===== src/rtl/serdes_ctrl_pkg.sv =====
// Shared types for the SerDes link-test sequencer: FSM state encoding and width.
package serdes_ctrl_pkg;

  localparam int CTRL_STATE_W = 3;

  typedef enum logic [CTRL_STATE_W-1:0] {
    ST_IDLE   = 3'd0,
    ST_DP_RST = 3'd1,
    ST_TRAIN  = 3'd2,
    ST_MEAS   = 3'd3,
    ST_DONE   = 3'd4
  } ctrl_state_e;

endpackage


===== src/rtl/ref_fifo.sv =====
// Single-clock 1-bit reference FIFO holding transmitted bits until their received
// copy arrives; a pop on empty with a simultaneous push returns the pushed bit.
module ref_fifo #(
  parameter int DEPTH = 64
) (
  input  logic clk,
  input  logic rst,
  input  logic flush,
  input  logic push,
  input  logic push_bit,
  input  logic pop,
  output logic pop_valid,
  output logic pop_bit,
  output logic full,
  output logic empty
);

  localparam int AW = $clog2(DEPTH);
  localparam int CW = AW + 1;

  logic [DEPTH-1:0] mem;
  logic [AW-1:0]    wr_ptr;
  logic [AW-1:0]    rd_ptr;
  logic [CW-1:0]    count;
  logic             bypass;
  logic             do_push;
  logic             do_pop;

  assign empty     = (count == '0);
  assign full      = (count == CW'(DEPTH));
  assign bypass    = push && pop && empty;
  assign do_pop    = pop && !empty;
  // A push on full is only accepted when a pop frees the slot in the same cycle.
  assign do_push   = push && !bypass && (!full || pop);
  assign pop_valid = do_pop || bypass;
  assign pop_bit   = empty ? push_bit : mem[rd_ptr];

  // NOTE: storage is not reset; the pointers and count alone define which entries are valid.
  always_ff @(posedge clk) begin
    if (do_push) mem[wr_ptr] <= push_bit;
  end

  always_ff @(posedge clk or posedge rst) begin
    if (rst) begin
      wr_ptr <= '0;
      rd_ptr <= '0;
      count  <= '0;
    end else if (flush) begin
      wr_ptr <= '0;
      rd_ptr <= '0;
      count  <= '0;
    end else begin
      if (do_push) wr_ptr <= wr_ptr + AW'(1);
      if (do_pop)  rd_ptr <= rd_ptr + AW'(1);
      count <= count + CW'(do_push) - CW'(do_pop);
    end
  end

endmodule


===== src/rtl/serdes_link_ctrl.sv =====
// Link-test sequencer: holds the datapath in reset, runs PRBS with a DFE training
// window, then counts bit errors of received bits against a reference FIFO.
module serdes_link_ctrl
  import serdes_ctrl_pkg::*;
#(
  parameter int DP_RST_CYCLES = 16,
  parameter int TRAIN_BITS    = 1024,
  parameter int MEAS_BITS     = 65536,
  parameter int FIFO_DEPTH    = 64,
  parameter int CNT_W         = 32
) (
  input  logic                    clk,
  input  logic                    rst,
  input  logic                    start,
  input  logic                    abort,
  input  logic                    tx_bit,
  input  logic                    tx_bit_valid,
  input  logic                    rx_bit,
  input  logic                    rx_bit_valid,
  output logic                    dp_rst_n,
  output logic                    prbs_en,
  output logic                    train_en,
  output logic                    busy,
  output logic                    done,
  output logic                    fifo_err,
  output logic [CNT_W-1:0]        err_cnt,
  output logic [CNT_W-1:0]        bit_cnt,
  output logic [CTRL_STATE_W-1:0] state
);

  localparam int DP_W = $clog2(DP_RST_CYCLES + 1);
  localparam int TR_W = $clog2(TRAIN_BITS + 1);

  ctrl_state_e     state_q;
  ctrl_state_e     state_d;
  logic [DP_W-1:0] dp_cnt_q;
  logic [TR_W-1:0] train_cnt_q;
  logic            start_run;
  logic            flush;
  logic            active;
  logic            push;
  logic            pop_req;
  logic            pop_valid;
  logic            pop_bit;
  logic            fifo_full;
  logic            fifo_empty;
  logic            fifo_fault;
  logic            measuring;

  assign active     = (state_q == ST_TRAIN) || (state_q == ST_MEAS);
  assign push       = active && tx_bit_valid;
  assign pop_req    = active && rx_bit_valid;
  assign fifo_fault = (push && fifo_full && !pop_req) || (pop_req && fifo_empty && !push);
  // An abort on the same edge as a pop leaves the counters untouched.
  assign measuring  = (state_q == ST_MEAS) && pop_valid && !abort;
  assign state      = state_q;

  ref_fifo #(
    .DEPTH (FIFO_DEPTH)
  ) u_ref_fifo (
    .clk       (clk),
    .rst       (rst),
    .flush     (flush),
    .push      (push),
    .push_bit  (tx_bit),
    .pop       (pop_req),
    .pop_valid (pop_valid),
    .pop_bit   (pop_bit),
    .full      (fifo_full),
    .empty     (fifo_empty)
  );

  always_comb begin
    // NOTE: every signal gets a default first so no path through the case infers a latch.
    state_d   = state_q;
    start_run = 1'b0;
    flush     = 1'b0;
    unique case (state_q)
      ST_IDLE, ST_DONE: begin
        flush = 1'b1;
        if (start) begin
          state_d   = ST_DP_RST;
          start_run = 1'b1;
        end
      end
      ST_DP_RST: begin
        flush = 1'b1;
        if (dp_cnt_q == DP_W'(DP_RST_CYCLES - 1)) state_d = ST_TRAIN;
      end
      ST_TRAIN: begin
        if (pop_valid && train_cnt_q == TR_W'(TRAIN_BITS - 1)) state_d = ST_MEAS;
      end
      ST_MEAS: begin
        if (pop_valid && bit_cnt == CNT_W'(MEAS_BITS - 1)) state_d = ST_DONE;
      end
      default: state_d = ST_IDLE;
    endcase
    if (abort) begin
      state_d   = ST_IDLE;
      start_run = 1'b0;
      flush     = 1'b1;
    end
  end

  // NOTE: sequential state uses non-blocking assignments so every register samples pre-edge values.
  always_ff @(posedge clk or posedge rst) begin
    if (rst) begin
      state_q     <= ST_IDLE;
      dp_cnt_q    <= '0;
      train_cnt_q <= '0;
      dp_rst_n    <= 1'b1;
      prbs_en     <= 1'b0;
      train_en    <= 1'b0;
      busy        <= 1'b0;
      done        <= 1'b0;
    end else begin
      state_q  <= state_d;
      dp_rst_n <= (state_d != ST_DP_RST);
      prbs_en  <= (state_d == ST_TRAIN) || (state_d == ST_MEAS);
      train_en <= (state_d == ST_TRAIN);
      busy     <= (state_d == ST_DP_RST) || (state_d == ST_TRAIN) || (state_d == ST_MEAS);
      done     <= (state_d == ST_DONE);
      dp_cnt_q <= (state_q == ST_DP_RST) ? dp_cnt_q + DP_W'(1) : '0;
      if (state_q != ST_TRAIN)  train_cnt_q <= '0;
      else if (pop_valid)       train_cnt_q <= train_cnt_q + TR_W'(1);
    end
  end

  always_ff @(posedge clk or posedge rst) begin
    if (rst) begin
      err_cnt  <= '0;
      bit_cnt  <= '0;
      fifo_err <= 1'b0;
    end else if (start_run) begin
      err_cnt  <= '0;
      bit_cnt  <= '0;
      fifo_err <= 1'b0;
    end else begin
      if (fifo_fault && !abort) fifo_err <= 1'b1;
      if (measuring) begin
        bit_cnt <= bit_cnt + CNT_W'(1);
        if (rx_bit != pop_bit && err_cnt != '1) err_cnt <= err_cnt + CNT_W'(1);
      end
    end
  end

endmodule


===== config.mk =====
export PLATFORM = sky130hd
export DESIGN_NAME = serdes_link_ctrl
export DESIGN_NICKNAME = d
export VERILOG_FILES = /design/src/rtl/serdes_ctrl_pkg.sv /design/src/rtl/ref_fifo.sv /design/src/rtl/serdes_link_ctrl.sv
export SDC_FILE = /design/constraint.sdc
export NUM_CORES = 1
export LEC_CHECK = 0
export CORE_MARGIN = 4
export CORE_UTILIZATION = 45
export DETAILED_ROUTE_END_ITERATION = 8
export PLACE_DENSITY = 0.66
export SLEW_MARGIN = 20
export SYNTH_ARGS = -nofsm -noshare
export SYNTH_HDL_FRONTEND = slang
export SYNTH_SLANG_ARGS = --single-unit

===== constraint.sdc =====
create_clock -name clk -period 10.5 [get_ports clk]
set_clock_uncertainty 0.15 [all_clocks]
set_input_delay 2.1 -clock clk [delete_from_list [all_inputs] [get_ports clk]]
set_output_delay 2.1 -clock clk [all_outputs]
set_load 0.02 [all_outputs]

# Word-level counts from Yosys, hierarchy flattened

Cells that the tools add are included.

Eq/ne operators: 16
Divide/modulo/power cells: 0
Multiplexer cells: 32
Shifts and indexed selects: 0
Reduce and logical (&&, ||, !) cells: 42
Order comparisons: 3
Multipliers: 0
Add/subtract/negate cells: 8
Bitwise gates (word level): 0

Operators with widths:

| cell                                                                          | count |
|---|---|
| 32-bit 2-to-1 mux                                                             | 5 |
| 32-bit by 1-bit adder with 32-bit output (second input constant)              | 2 |
| 64-bit bitwise mux                                                            | 1 |
| 32-bit by 16-bit == test with 1-bit output (second input constant)            | 1 |
| 32-bit inequality test (second input constant)                                | 1 |
| 6-bit 2-to-1 mux                                                              | 4 |
| 11-bit 2-to-1 mux                                                             | 2 |
| 1-bit logical AND                                                             | 18 |
| 3-bit 2-to-1 mux                                                              | 5 |
| 6-bit by 7-bit less-than comparator with 1-bit output (second input constant) | 2 |
| 6-bit by 1-bit adder with 6-bit output (second input constant)                | 2 |
| 3-bit by 2-bit == test with 1-bit output (second input constant)              | 4 |
| 3-bit one-hot mux with 4 select lines                                         | 1 |
| 2-bit nonzero test                                                            | 6 |
| 11-bit by 1-bit adder with 11-bit output (second input constant)              | 1 |
| 11-bit by 10-bit == test with 1-bit output (second input constant)            | 1 |
| 1-bit 2-to-1 mux                                                              | 10 |
| 7-bit by 1-bit adder with 7-bit output                                        | 1 |
| 7-bit == test (second input constant)                                         | 1 |
| 7-bit zero test                                                               | 1 |
| 1-bit logical OR                                                              | 7 |
| 7-bit 2-to-1 mux                                                              | 1 |
| 7-bit by 1-bit subtractor with 7-bit output                                   | 1 |
| 1-bit binary-select mux with 6-bit select                                     | 1 |
| other kinds (15)                                                              | 22 |

Bits in latches: 0
Input port bits: 8
Bits in registers: 172
Bits in writable memories: 0
Output and inout bits: 73
Word-level logic and storage cells: 116
Memories: 0
Bits in read-only memories: 0

# Depth between registers and ports, before layout

Gate-level depths: netlist of run 1.

Word-level depth: 13
Depth in mapped cells: 18
Depth with buffers taken out: 18

# Cells and area by module

From an unflattened synthesis of run 1, not the netlist that was laid out.

Cell total of the unflattened synthesis: 811
Area total of the unflattened synthesis: 8660.8 µm²

Modules (own cells, without submodules):

| module           | cells an instance | times used | area an instance (µm²) |
|---|---|---|---|
| serdes_link_ctrl | 495               | 1          | 4613.2 |
| ref_fifo         | 316               | 1          | 4047.6 |

# Worst setup path after synthesis of run 1

Ideal clock, no wire load.

Path kind: input-to-reg
Start: in abort
End: reg err_cnt[9]
Cell stages on the path: 9
Setup time: 0.078 ns
Arrival: 4.323 ns
Path slack: 5.949 ns
Cell sequence: nand2b_1 a311oi_1 nand2_1 or4_4 and2_1 buf_2 buf_6 or4_1 a21oi_1

Longest elaborated chain between the ends: 4
Elaborated cells between the ends (all ways): 7
Classes of those cells: mux: 2; reduce/logical: 5

RTL lines:

| what                          | line                    | RTL |
|---|---|---|
| start: declaration            | serdes_link_ctrl.sv:15  | `input logic abort,` |
| 1-bit zero test               | serdes_link_ctrl.sv:55  | `assign measuring = (state_q == ST_MEAS) && pop_valid && !abort;` |
| 1-bit logical AND             | serdes_link_ctrl.sv:55  |  |
| 2-bit nonzero test (no line)  | --                      |  |
| 2-bit AND reduction (no line) | --                      |  |
| end signal: assignment        | serdes_link_ctrl.sv:142 | `if (rx_bit != pop_bit && err_cnt != '1) err_cnt <= err_cnt + CNT_W'(1);` |
| end: declaration              | serdes_link_ctrl.sv:26  | `output logic [CNT_W-1:0] err_cnt,` |

Several ways; a longest one is shown, not always the timed one.
A chain may end at the register's enable or synchronous reset.

# Worst setup path in the final report of run 1

Start: in rx_bit_valid
End: reg err_cnt[25]

Longest elaborated chain between the ends: 8
Elaborated cells between the ends (all ways): 9
Classes of those cells: reduce/logical: 9

RTL lines:

| what                              | line                   | RTL |
|---|---|---|
| start: declaration                | serdes_link_ctrl.sv:19 | `input logic rx_bit_valid,` |
| 1-bit logical AND *               | serdes_link_ctrl.sv:52 | `assign pop_req = active && rx_bit_valid;` |
| 1-bit logical AND (2 in series)   | ref_fifo.sv:31         | `assign bypass = push && pop && empty;` |
| 1-bit logical OR *                | ref_fifo.sv:35         | `assign pop_valid = do_pop \|\| bypass;` |
| 1-bit logical AND * (2 in series) | serdes_link_ctrl.sv:55 |  |
| 2-bit nonzero test (no line) *    | --                     |  |
| 2-bit AND reduction (no line) *   | --                     |  |

Mark *: on every way between the ends. The rest lies on a longest branch, timed or not.

==> results of run 1 <==
## layout by cell type, fill, tap and decap left out, drive strengths merged, types with 24 or more instances in the layout
cell type / n
nor2: 157
xnor2: 26
inv: 34
or3: 24
clkdlybuf4s50: 79
dfrtp: 107
nand3: 33
nand2: 53
a21oi: 42
xor2: 29
o21ai: 28
edfxtp: 64
## how the worst min path moves through the flow
stage                                from               endpoint  slack, ns  depth (start not counted)
CTS                 dp_cnt_q[0]$_DFF_PP0_  dp_cnt_q[0]$_DFF_PP0_       0.31                          1
global placement    dp_cnt_q[0]$_DFF_PP0_  dp_cnt_q[0]$_DFF_PP0_       0.30                          1
floorplan           dp_cnt_q[0]$_DFF_PP0_  dp_cnt_q[0]$_DFF_PP0_       0.28                          1
detailed placement  dp_cnt_q[0]$_DFF_PP0_  dp_cnt_q[0]$_DFF_PP0_       0.30                          1
global route        dp_cnt_q[0]$_DFF_PP0_  dp_cnt_q[0]$_DFF_PP0_       0.36                          1
finish              dp_cnt_q[0]$_DFF_PP0_  dp_cnt_q[0]$_DFF_PP0_       0.31                          1
## registers in the layout (all words and copies together) (netlist names)
register	flops
u_ref_fifo.mem	64
bit_cnt	32
err_cnt	32
train_cnt_q	11
u_ref_fifo.count	7
u_ref_fifo.rd_ptr	6
u_ref_fifo.wr_ptr	6
dp_cnt_q	5
state	3
busy	1
done	1
dp_rst_n	1
fifo_err	1
prbs_en	1
train_en	1
## cells in the mapped netlist, types with 4 or more instances
cell | number | area, sq um
nor2b_1 | 12 | 75.1
or4_1 | 6 | 45.0
nor2_1 | 157 | 589
nand3b_1 | 5 | 37.5
edfxtp_1 | 64 | 1920
nand2_1 | 53 | 199
and4_1 | 6 | 52.6
and2_1 | 5 | 31.3
or3_1 | 24 | 150
nand4_1 | 21 | 131
nor3_1 | 6 | 30.0
xnor2_1 | 26 | 228
a31o_2 | 5 | 43.8
a21oi_1 | 42 | 210
buf_1 | 5 | 18.8
or2_2 | 8 | 50.1
inv_1 | 31 | 116
and3_1 | 16 | 100
nand3_1 | 33 | 165
clkbuf_1 | 24 | 90.1
xor2_1 | 29 | 254
nor4_1 | 7 | 43.8
buf_2 | 4 | 20.0
ha_1 | 16 | 200
o21ai_0 | 26 | 130
mux4_2 | 12 | 270
a22oi_1 | 5 | 37.5
mux2i_1 | 10 | 100
dfrtp_1 | 107 | 2680
## where the power goes
part	internal (mW)	switching, mW	leakage [nW]
clock network	0.349	0.264	0.269
logic	0.00771	0.0236	1.37
registers	0.699	0.00164	2.08
## per-stage QoR
| stage | std cells | worst slack [ns] |
|---|---|---|
| global placement | 1093 | 5.01 |
| detailed placement | 1093 | 4.90 |
| finish | 1125 | 5.56 |
| CTS | 1125 | 5.35 |
| floorplan | 814 | 5.41 |
| global route | 1125 | 5.31 |
## logic make-up (layout without fill, tap and decap cells)
group | after synthesis | count (layout) | share of synthesized area (%)
and+or+nand+nor | 372 | 372 | 21.4
muxes | 25 | 25 | 4.78
AOI/OAI and AO/OA | 107 | 107 | 7.69
buffers and inverters | 66 | 148 | 3.12
xor gates and xnor gates | 55 | 55 | 5.70
adders and majority gates | 17 | 17 | 2.60
DFF | 172 | 172 | 54.7
## worst register-to-register path: stages (launching register included)
cell,delay [ns]
dfrtp_1,0.91
mux4_2,0.61
mux2_2,0.28
a221o_1,0.31
a41o_1,0.30
or4_4,0.54
and2_2,0.42
or4_1,0.48
a21oi_1,0.17
## final cells by class
type                    count  share of cell area (%)
flip-flops and latches    172                    46.2
multi-input cells         576                    35.7
repair buffers             85                    8.36
clock buffers              17                    4.25
well taps                 229                    2.86
clock inverters            15                    1.45
inverters                  31                    1.19
## layer usage
metal / vias up / GRT usage [%]
li1: 3017 / -
met2: 141 / 28.5
met3: 21 / 3.18
met1: 3127 / 25.9
met5: - / 0
met4: 0 / 6.41
==> run_results.csv, run 1 <==
group,metric,value,unit
cts,clk_latency,0.43,ns
finish,seq_area,4630,sq um
worst_setup_path,crit_start,"rx_bit_valid",
synth,syn-cell-area,8460,sq um
cts,cts_max_path_buffers,2,
grt,grt_pass1_vias,6026,
finish,design_area,10000,sq um
route,num_vias,6306,
synth,async_reset_ff_share,62.8,%
finish,syn_to_final_growth,18.4,%
route,top_layer_used,"met4",
route,drt_iter0_drc,564,
route,met1_length,8.91,mm
job,maxCapViolCount,0,
synth,syn_area_per_cell,10.4,sq um
synth,ys_seq_area_share,54.7,%
grt,grt_pass1_wl,31.6,mm
power_and_ir_drop,p_per_area,134,nW/um^2
floorplan,die_width,145,um
placement,place_congestion,0.804,
sta,tightest_slew,0.868,ns
floorplan,ioPinCount,81,
finish,finalNetCount,908,
finish,multi_input_area,3580,sq um
power_and_ir_drop,p_total,1.34,mW
sta,setup_viol,0,
worst_setup_path,required,10.70,ns
synth,ys_types,62,
cts,cts-htree-levels,4,
grt,antenna_found_initial,0,
route,antenna_left,0,
worst_setup_path,critPathBufInv,1,
worst_setup_path,slowest_delay,0.61,ns
sta,rsz0062_at_grt,"false",
synth,synth_fp_nets,839,
sta,hold_viol,0,
route,dr_wl_met3,743,um
sta,finalWorstPathRequiredPeriod,4.94,ns
cts,cts_setup_buffers,0,
sta,max_slew_margin,42.1,%
route,route.detailed.drc,0,
cts,cts_tree,"yes",
finish,diodes,0,
worst_setup_path,crit_type,"in2reg",
synth,synth_edf_count,64,
placement,hpwl,12.5,mm
sta,max_clock_freq,202,MHz
finish,drive_above_1_share,7.92,%
sta,setup_tns,0,ns
floorplan,row_count,49,
sta,fin_hold_ws,0.309,ns
synth,yosysWarnings,0,
worst_setup_path,cp_top_family,"simple AND/OR/NAND/NOR gates",
worst_setup_path,crit_path_top_delay_cell,"a31oi_1",
finish,postLayoutCoreUtil,55.0,%
worst_setup_path,cp-endpoint,"err_cnt[25]$_DFFE_PP0P_",
floorplan,dieArea,21000,sq um
min_path,hp-class,"reg2reg",
grt,grt_remaining_overflow,0,
worst_setup_path,start_kind,"primary input",
sta,min_period_over_period,47.1,%
synth,synth_ff_type,"dfrtp_1",
cts,ctsHoldBuffers,0,
route,routed_wl,18.8,mm
placement,port_buffers,80,
cts,cts_made_buffers,17,
finish,nFillCells,1592,
worst_setup_path,crit_chain,"clkdlybuf4s50_1 -> nand3b_1 -> a31oi_1 -> nand3b_1 -> a311oi_1 -> o21ai_0 -> and2_2 -> or4_1 -> a21oi_1",
power_and_ir_drop,p_leak,3.71,nW
status,status,"complete, no violations",
placement,dpl_cell_area,9440,sq um
power_and_ir_drop,max-vdd-ir-drop,0.0000941,V
floorplan,coreArea,18200,sq um
route,wl_met2,8.83,mm
cts,cts_resized,0,
worst_setup_path,cp.arrival,5.14,ns
route,drtPass1Iterations,5,
worst_setup_path,cp_max_fo,43,
route,vias_per_cell,5.61,
cts,clockRootBuffer,"clkbuf_16",
floorplan,initial_core_util,46.4,%
synth,synth_cells,814,
route,wl_per_cell,16.7,um
cts,clock-sinks,172,
worst_setup_path,r2r_start,"u_ref_fifo.rd_ptr[0]$_DFFE_PP0P_",
floorplan,die_h,145,um
grt,grt_max_degree,80,
worst_setup_path,r2r_cells,8,
worst_setup_path,cp.depth,9,
sta,slew_violations,0,
worst_setup_path,crit_path_end_kind,"flop",
synth,synth_seq_cells,172,
cts,cts.clk_slew.worst_paths,0.07,ns
worst_setup_path,rr_endpoint,"err_cnt[25]$_DFFE_PP0P_",
worst_setup_path,crit_top_cell,"nand3b_1",
worst_setup_path,rrSetupSlack,6.25,ns
grt,grtUsageTotal,18.2,%
No activity file was read; power rests on OpenSTA's default activity.
==> inputs of run 2 (changes only) <==
Settings changed: PLACE_DENSITY 0.66 to 0.69.
Clock period 10.5 ns to 4.1 ns, I/O delays scaled along.
==> run_results.csv, run 2 (synthesis results as in run 1) <==
group,metric,value,unit
cts,clock-sinks,172,
sta,setup_tns,0,ns
cts,cts_made_buffers,17,
grt,grt_pass1_vias,6226,
sta,rsz0062_at_grt,"false",
finish,diodes,0,
cts,cts_resized,0,
sta,finalWorstPathRequiredPeriod,3.82,ns
grt,grtUsageTotal,19.4,%
cts,cts_tree,"yes",
finish,final_cell_mix,"156 x nor2_1, 107 x dfrtp_1, 79 x clkdlybuf4s50_1, 64 x edfxtp_1, 53 x nand2_1",
worst_setup_path,slowest_delay,0.66,ns
job,maxCapViolCount,0,
finish,top_regs,"u_ref_fifo.mem x64, bit_cnt x32, err_cnt x32",
placement,port_buffers,80,
sta,slew_violations,0,
sta,hold_viol,0,
floorplan,coreArea,18200,sq um
floorplan,row_count,49,
route,route.detailed.drc,0,
finish,postLayoutCoreUtil,55.6,%
floorplan,die_h,145,um
route,antenna_left,0,
worst_setup_path,start_kind,"flop",
grt,grt_remaining_overflow,0,
route,num_vias,6334,
route,vias_per_cell,5.59,
worst_setup_path,critPathBufInv,1,
sta,fin_hold_ws,0.310,ns
grt,grt_max_degree,64,
floorplan,die_width,145,um
worst_setup_path,crit_type,"reg2reg",
grt,antenna_found_initial,0,
min_path,holdPathStages,1,
cts,clockRootBuffer,"clkbuf_16",
sta,max_clock_freq,262,MHz
worst_setup_path,r2r_cells,9,
finish,nFillCells,1535,
cts,ctsHoldBuffers,0,
worst_setup_path,rr_endpoint,"err_cnt[13]$_DFFE_PP0P_",
cts,clk_latency,0.43,ns
placement,hpwl,13.5,mm
status,status,"complete, no violations",
finish,finalNetCount,917,
route,wl_per_cell,17.3,um
power_and_ir_drop,p_total,3.46,mW
worst_setup_path,crit_path_top_delay_cell,"dfrtp_1",
power_and_ir_drop,max-vdd-ir-drop,0.000294,V
worst_setup_path,r2r_start,"u_ref_fifo.rd_ptr[0]$_DFFE_PP0P_",
sta,max_slew_margin,55.0,%
sta,setup_ws,0.277,ns
worst_setup_path,required,4.30,ns
finish,drive_above_1_share,9.06,%
cts,cts_max_path_buffers,2,
route,drtPass1Iterations,5,
cts,cts_setup_buffers,0,
min_path,hp-class,"reg2reg",
worst_setup_path,rrSetupSlack,0.28,ns
cts,cts.clk_slew.worst_paths,0.07,ns
floorplan,initial_core_util,46.4,%
placement,pre_cts_ws,0.283,ns
power_and_ir_drop,p_per_area,342,nW/um^2
worst_setup_path,crit_chain,"mux4_2 -> mux2_2 -> a221o_1 -> a41o_1 -> or4_4 -> and2_1 -> buf_4 -> or4_1 -> a21oi_1",
route,drt_iter0_drc,518,
min_path,hold-path-endpoint,"dp_cnt_q[0]$_DFF_PP0_",
route,routed_wl,19.6,mm
floorplan,dieArea,21000,sq um
finish,largest_register_ffs,64,
sta,setup_viol,0,
floorplan,ioPinCount,81,
finish,regMostFlops,"u_ref_fifo.mem",
grt,grt_pass1_wl,33.2,mm
finish,syn_to_final_growth,19.8,%
finish,multi_input_area,3570,sq um
power_and_ir_drop,p_leak,3.78,nW
finish,final_common_cell,"nor2_1",
cts,cts-htree-levels,4,
worst_setup_path,cp.arrival,4.03,ns
finish,seq_area,4630,sq um
min_path,hp-start,"dp_cnt_q[0]$_DFF_PP0_",
placement,place_congestion,0.812,
worst_setup_path,crit_path_end_kind,"flop",
worst_setup_path,cp_top_family,"simple AND/OR/NAND/NOR gates",
sta,min_period_over_period,93.2,%
sta,tightest_slew,0.674,ns
worst_setup_path,cp_max_fo,43,
## run 2: cell count changes in the layout (fill, tap and decap cells not counted)
cell | previous run | this run
and2_1 | 4 | 5
buf_12 | 0 | 3
clkinv_1 | 3 | 0
clkinvlp_2 | 2 | 0
inv_6 | 3 | 6
and2_2 | 1 | 0
clkbuf_16 | 17 | 19
buf_4 | 4 | 11
buf_6 | 1 | 0
clkbuf_8 | 0 | 1
inv_4 | 1 | 2
bufinv_16 | 2 | 0
## run 2: cell type report
class / instances / area share (%)
clock buffers: 20 / 4.83
clock inverters: 12 / 0.951
inverters: 31 / 1.17
multi-input cells: 576 / 35.3
flip-flops and latches: 172 / 45.7
well taps: 229 / 2.83
repair buffers: 94 / 9.26
## run 2: worst max-delay path by stage
| stage | from | endpoint | slack (ns) | cells after the start |
|---|---|---|---|---|
| 2_1_floorplan | rst | bit_cnt[0]$_DFFE_PP0P_ | 0.29 | 1 |
| 3_3_place_gp | u_ref_fifo.rd_ptr[0]$_DFFE_PP0P_ | err_cnt[13]$_DFFE_PP0P_ | 0.40 | 9 |
| 3_5_place_dp | u_ref_fifo.rd_ptr[0]$_DFFE_PP0P_ | err_cnt[13]$_DFFE_PP0P_ | 0.28 | 9 |
| 4_1_cts | u_ref_fifo.rd_ptr[0]$_DFFE_PP0P_ | err_cnt[13]$_DFFE_PP0P_ | 0.27 | 9 |
| 5_1_grt | u_ref_fifo.rd_ptr[0]$_DFFE_PP0P_ | err_cnt[25]$_DFFE_PP0P_ | 0.1 | 10 |
| 6_report | u_ref_fifo.rd_ptr[0]$_DFFE_PP0P_ | err_cnt[13]$_DFFE_PP0P_ | 0.28 | 9 |
## run 2: metrics by stage
stage | area, sq um | instances
after floorplan | 8460 | 814
after global placement | 9540 | 1102
after detailed placement | 9540 | 1102
after CTS | 10100 | 1134
after global routing | 10100 | 1134
final | 10100 | 1134
## run 2: power breakdown
group | internal [mW] | switching, mW
Combinational | 0.0214 | 0.0613
Sequential | 1.79 | 0.00431
Clock | 0.877 | 0.706
Total | 2.69 | 0.772
## run 2: metal layers
| metal | part of all wire, % | wire length, um | global-route usage [%] | vias to the layer above |
|---|---|---|---|---|
| met5 | 0 | 0 | 0 | - |
| met4 | 1.9 | 363 | 7.22 | 0 |
| met3 | 5.7 | 1120 | 3.62 | 22 |
| met2 | 47 | 9180 | 30.0 | 177 |
| met1 | 46 | 8920 | 27.4 | 3105 |
| li1 | - | - | - | 3030 |
## run 2: worst register-to-register path, stage by stage (launching register included)
cell	delay, ns
dfrtp_1	0.66
mux4_2	0.58
mux2_2	0.27
a221o_1	0.28
a41o_1	0.27
or4_4	0.53
and2_1	0.17
buf_4	0.23
or4_1	0.44
a21oi_1	0.16
